File: src/rtl/alu_stream_unit.sv
// Handshaked 4-bit signed ALU with a 2-entry in-order result buffer.
// Build option ALU_STREAM_SATURATE_EN clamps ADD/SUB overflow results.
module alu_stream_unit #(
  parameter int WIDTH = 4,
  parameter int CNT_W = 8
) (
  input  logic             clk,
  input  logic             rst,
  input  logic             in_valid,
  output logic             in_ready,
  input  logic [WIDTH-1:0] alu_in1,
  input  logic [WIDTH-1:0] alu_in2,
  input  logic [1:0]       opcode,
  output logic             out_valid,
  input  logic             out_ready,
  output logic [WIDTH-1:0] alu_out,
  output logic             error,
  output logic [CNT_W-1:0] err_count,
  output logic             busy
);

  localparam logic [1:0] S_EMPTY = 2'd0;
  localparam logic [1:0] S_ONE   = 2'd1;
  localparam logic [1:0] S_TWO   = 2'd2;

  logic [1:0]       state;
  logic [WIDTH-1:0] head_res;
  logic [WIDTH-1:0] tail_res;
  logic             head_err;
  logic             tail_err;

  logic [WIDTH-1:0] add_res;
  logic [WIDTH-1:0] sub_res;
  logic [WIDTH-1:0] res;
  logic             err;
  logic             sa;
  logic             sb;
  logic             accept;
  logic             pop;

  assign add_res = alu_in1 + alu_in2;
  assign sub_res = alu_in1 - alu_in2;
  assign sa      = alu_in1[WIDTH-1];
  assign sb      = alu_in2[WIDTH-1];

  always_comb begin
    res = '0;
    err = 1'b0;
    unique case (opcode)
      2'b00: begin
        res = add_res;
        err = (sa == sb) && (add_res[WIDTH-1] != sa);
      end
      2'b01: begin
        res = sub_res;
        err = (sa != sb) && (sub_res[WIDTH-1] != sa);
      end
      2'b10: res = ~(alu_in1 & alu_in2);
      2'b11: res = alu_in1 ^ alu_in2;
      default: res = '0;
    endcase
`ifdef ALU_STREAM_SATURATE_EN
    // On overflow the true result lies on the side of operand A's sign.
    if (err)
      res = sa ? {1'b1, {(WIDTH-1){1'b0}}}
               : {1'b0, {(WIDTH-1){1'b1}}};
`else
`endif
  end

  assign in_ready  = (state != S_TWO);
  assign out_valid = (state != S_EMPTY);
  assign busy      = out_valid;
  assign accept    = in_valid && in_ready;
  assign pop       = out_valid && out_ready;
  assign alu_out   = head_res;
  assign error     = head_err;

  always_ff @(posedge clk) begin
    if (rst) begin
      state    <= S_EMPTY;
      head_res <= '0;
      head_err <= 1'b0;
      tail_res <= '0;
      tail_err <= 1'b0;
    end else begin
      case (state)
        S_EMPTY: begin
          if (accept) begin
            head_res <= res;
            head_err <= err;
            state    <= S_ONE;
          end
        end
        S_ONE: begin
          if (accept && pop) begin
            head_res <= res;
            head_err <= err;
          end else if (accept) begin
            tail_res <= res;
            tail_err <= err;
            state    <= S_TWO;
          end else if (pop) begin
            state <= S_EMPTY;
          end
        end
        S_TWO: begin
          if (pop) begin
            head_res <= tail_res;
            head_err <= tail_err;
            state    <= S_ONE;
          end
        end
        default: state <= S_EMPTY;
      endcase
    end
  end

  always_ff @(posedge clk) begin
    if (rst)
      err_count <= '0;
    else if (accept && err && (err_count != {CNT_W{1'b1}}))
      err_count <= err_count + 1'b1;
  end

endmodule

File: config.mk
export PLATFORM = sky130hd
export DESIGN_NAME = alu_stream_unit
export DESIGN_NICKNAME = d
export VERILOG_FILES = /design/src/rtl/alu_stream_unit.sv
export SDC_FILE = /design/constraint.sdc
export NUM_CORES = 1
export LEC_CHECK = 0
export BUFFER_PORTS_ARGS = -buffer_cell sky130_fd_sc_hd__clkbuf_2
export CORE_MARGIN = 5
export CORE_UTILIZATION = 58
export DETAILED_ROUTE_END_ITERATION = 8
export HOLD_SLACK_MARGIN = 0.12
export PLACE_DENSITY = 0.82
export SETUP_SLACK_MARGIN = 0.3
export SKIP_CTS_REPAIR_TIMING = 1
export SYNTH_ARGS = -nofsm -noshare
export SYNTH_HDL_FRONTEND = slang
export SYNTH_SLANG_ARGS = --single-unit
File: constraint.sdc
create_clock -name clk -period 5.7 [get_ports clk]
set_input_delay 0.855 -clock clk [delete_from_list [all_inputs] [get_ports clk]]
set_output_delay 0.855 -clock clk [all_outputs]
set_load 0.02 [all_outputs]
Word level (Yosys, flattened, before mapping)
Index checks and enable logic that the tools add are counted.
{ "op_classes": {"n_addsub": 3, "eq_ne": 16, "muxes": 16, "n_bitwise": 4, "reduce_logical": 14} }
{ "op_table": {"columns": ["op", "n"], "rows": [
  ["4-bit one-hot mux with 4 select lines", 1],
  ["4-bit two-way mux", 3],
  ["4-bit one-hot mux with 3 select lines", 1],
  ["2-bit two-way mux", 5],
  ["2-bit inequality test, second input constant", 5],
  ["8-bit by 1-bit adder with 8-bit output, second input constant", 1],
  ["8-bit inequality test, second input constant", 1],
  ["4-bit AND reduction", 2],
  ["1-bit logical AND", 7],
  ["2-bit == test, second input constant", 3],
  ["2-bit one-hot mux with 3 select lines", 1],
  ["4-bit adder", 1],
  ["4-bit bitwise AND", 1],
  ["2-bit by 1-bit == test with 1-bit output, second input constant", 2],
  ["2-bit zero test", 2],
  ["4-bit NOT", 1],
  ["4-bit subtractor", 1],
  ["4-bit XOR", 1],
  ["1-bit two-way mux", 3],
  ["1-bit inequality test", 3],
  ["3-bit inequality test, second input constant", 1],
  ["1-bit one-hot mux with 3 select lines", 1],
  ["3-bit AND reduction", 1],
  ["3-bit nonzero test", 1],
  ["other kinds (4)", 4]
]} }
{ "word_totals": {"register_bits": 20, "out_inout_bits": 16} }

Longest topological paths before layout
{ "depth": {"word_depth": 6, "mapped_depth": 9, "ltp_nobuf": 9} }

Worst setup path after synthesis
Ideal clock, no wire load.
{ "synth_path": {"kind": "in2reg", "start": "input alu_in1[3]", "end": "register err_count[2]", "setup_ns": 0.123, "arrival_ns": 2.635, "t_required_ns": 5.577, "path_slack_ns": 2.942, "path_stages": 7, "path_cell_list": "ha_1 -> or4b_4 -> nor4_4 -> nor4_2 -> buf_6 -> nor3b_1 -> mux2_1"} }
{ "synth_via": {"elab_chain_cells": 6, "word_cells_on_any_way": 11, "cone_classes": "add/sub (2); eq/ne (4); mux (1); reduce/logical (4)"} }
{ "synth_rtl": {"columns": ["item", "line", "source"], "rows": [
  ["from (decl)", "11", "input logic [WIDTH-1:0] alu_in1,"],
  ["4-bit subtractor / 4-bit adder (equally long branches)", "42, 41", null],
  ["1-bit inequality test, on equally long branches", "56, 52", null],
  ["1-bit logical AND, on equally long branches", "56, 52", null],
  ["1-bit one-hot mux with 2 select lines *", "49", "unique case (opcode)"],
  ["1-bit logical AND * (2 in a row)", "122", "else if (accept && err && (err_count != {CNT_W{1'b1}}))"],
  ["to (signal assigned)", "123", "err_count <= err_count + 1'b1;"],
  ["to (decl)", "18", "output logic [CNT_W-1:0] err_count,"]
]} }
Mark *: on every way between the ends. The rest lies on a longest branch, timed or not.
A chain may end at the register's enable or synchronous reset.

Worst setup path after layout
{ "layout_path": {"start": "input alu_in2[2]", "end": "register err_count[0]"} }
{ "layout_via": {"elab_chain_cells": 6, "word_cells_on_any_way": 9, "cone_classes": "add/sub (2); eq/ne (2); mux (1); reduce/logical (4)"} }
{ "layout_rtl": {"columns": ["item", "line", "source"], "rows": [
  ["from (decl)", "12", "input logic [WIDTH-1:0] alu_in2,"],
  ["4-bit subtractor / 4-bit adder (equally long branches)", "42, 41", null],
  ["1-bit inequality test, on equally long branches", "56, 52", null],
  ["1-bit logical AND, on equally long branches", "56, 52", null],
  ["1-bit one-hot mux with 2 select lines *", "49", null],
  ["1-bit logical AND * (2 in a row)", "122", null]
]} }
Marks and branches as above.

==> metrics.csv <==
metric,value,unit
outcome,finished clean,
GRT overflow,0,
all-layer global routing usage,17.31,%
Die Span X,59.29,µm
Post-synth EDFFs,0,
DR vias/cell,5.848,
VDD IR max,0.1169,mV
core region area,2276,µm²
Leak,0.6796,nW
"Seq/Total Area, Yosys",28.42,%
Synth Cell Area,1409,µm²
die height,59.29,µm
CP peak stage delay,0.74,ns
Finished Core Util,69.49,%
DR vias,1269,
post-synthesis cell type count,51,
Ant. Diodes,0,
largest net degree at the start of global routing,25,
"most common cell after layout, fill and taps aside",clkbuf_2,
area delta synth->final,12.26,%
Filler cells,193,
die area,3515,µm²
count of state elements after synthesis,20,
Comb pwr share,25.3,%
Fin Hold WS,0.4848,ns
most frequent cells in the layout,"29 x clkbuf_2, 20 x dfxtp_1, 19 x nor2_1",
share of cells above drive strength 1,22.75,%
initial antenna violation count,0,
count of boundary I/O pins,30,
setup tns final,0,ns
CP required,5.91,ns
vias in the first global route,1119,
# clock sinks,20,
skew final,0.008512,ns
Post-synth ARST share,0,%
final slew viol count,0,
Crit path arrival time,3.33,ns
Mapped Cells,163,
P_sw,0.09652,mW
CTS tree,yes,
Worst Max-Slew Pin Slew,0.9613,ns
Inserted Clock Buffers,3,
final hold viol count,0,
syn nets,187,
Flop pwr share,47.9,%
Nets,214,
detailed-router iteration count before antenna repair,4,
Worst-Skew Late Latency,0.31,ns
initial drt markers,72,
fin cells,217,
top_reg_cell synth,dfxtp_1,
Initial Util,61.90,%
CP startpoint kind,input port,
Max Root-Sink Buffers,2,
Syn. warnings,0,
Routed Antenna Nets,0,
post-DP HPWL,2.255,mm
RSZ-0062 raised after global routing,false,
highest clock rate,320.8,MHz
level count of the clock H-tree,1,
Routability Congestion,0.9012,
total wire length,2.889,mm
CP endpoint kind,register,
clock-pin slew of the registers on the worst-case setup and hold paths,0.12,ns
slowest CP cell,nor4_2,
mean post-synth cell area,8.643,µm²
Int Pwr,0.2180,mW
port buffer count,29,
Max-Cap Viols,0,
switch share,30.69,%
min-delay worst type,register to register,
clock share of power,26.8,%
final worst path period share,54.68,%
global-route wire length before repair,4.740,mm
FP Rows,17,
DRC,0,
crit path kind,input port to register,
average wire per standard cell,13.31,µm
DP Cell Count,213,
fin crit period,3.117,ns
Worst slew margin,35.38,%
"Critical Path, Cell by Cell",clkbuf_2 -> inv_1 -> ha_1 -> nor3b_1 -> nor4_4 -> nor4_2 -> nor2_1 -> mux2_1,
root buf cell,clkbuf_4,
setup violators final,0,
power per cell area,198.9,nW/µm²
crit path max fanout,13,
-- metrics by stage --
stage               cell area (µm²)  power [mW]  worst slack (ns)
floorplan                      1409      0.2130             2.942
global placement               1545      0.2300             2.395
detailed placement             1545      0.2335             2.255
CTS                            1582      0.3182             2.606
global route                   1582      0.3312             2.321
finish                         1582      0.3145             2.583
-- metal layers --
layer / up-vias / global-route usage, % / wire (µm)
li1: 640 / - / -
met1: 592 / 22.03 / 1313
met2: 32 / 28.24 / 1382
met3: 5 / 3.268 / 145
met4: 0 / 7.443 / 47
met5: - / 0 / 0
-- power groups by stage --
| stage | sequential, mW | clock [mW] | combinational [mW] |
|---|---|---|---|
| global route | 0.152 | 0.0914 | 0.0882 |
| CTS | 0.151 | 0.0878 | 0.0798 |
| floorplan | 0.159 | 0 | 0.0544 |
| finish | 0.151 | 0.0842 | 0.0797 |
| global placement | 0.153 | 0 | 0.0767 |
| detailed placement | 0.154 | 0 | 0.0796 |
-- state kept, by name (all words and copies together) (netlist names) --
| signal | cells |
|---|---|
| error | 1 |
| tail_res | 4 |
| tail_err | 1 |
| alu_out | 4 |
| state | 2 |
| err_count | 8 |
-- synthesized netlist by cell type, types with 2 or more instances --
master	instances	area share, %
dfxtp_1	20	28
o21ai_0	2	0.71
o31ai_1	4	2.1
a311oi_1	2	1.2
nor4_1	3	1.3
nand2b_1	6	2.7
nand2_1	10	2.7
o31a_1	2	1.2
a21oi_1	6	2.1
a211oi_1	4	2.1
clkbuf_1	3	0.80
mux2_1	3	2.4
nor2b_1	5	2.2
inv_1	9	2.4
fa_1	2	2.8
o21a_1	2	1.1
nor3b_1	4	2.1
mux2i_1	7	5.0
nor4bb_1	2	1.4
and3_1	2	0.89
nor2_1	19	5.1
nor3_1	3	1.1
buf_2	2	0.71
ha_1	8	7.1
inv_2	2	0.53
buf_6	2	1.6
nand3_1	2	0.71
or4_1	4	2.1
-- final timing paths --
kind | from | endpoint | slack [ns] | depth (start not counted)
max | alu_in2[2] | err_count[0] | 2.58 | 8
min | tail_res[0] | alu_out[0] | 0.48 | 2
max reg2reg | state[1] | err_count[0] | 3.68 | 6
min reg2reg | tail_res[0] | alu_out[0] | 0.48 | 2
-- critical path, delay by kind of cell --
family / cells / cell delay, ns
buf+inv: 2 / 0.14
fa+ha+maj: 1 / 0.36
mux: 1 / 0.36
simple gates: 4 / 1.62
-- final cells by class --
cell class,count,area (µm²),share of cell area [%]
flip-flops and latches,20,400.4,25.32
inverters,11,41.29,2.611
clock buffers,4,36.28,2.294
well taps,28,35.03,2.215
repair buffers,30,152.6,9.652
multi-input cells,124,915.9,57.91
-- logic make-up after synthesis --
kind of cell    Yosys count  synth area share, %
compound gates           31                15.63
flops                    20                28.42
simple gates             72                30.46
mux                      11                8.970
buf+inv                  19                6.572
fa+ha+maj                10                9.947
Note: power is estimated with default switching activity, not from simulation.
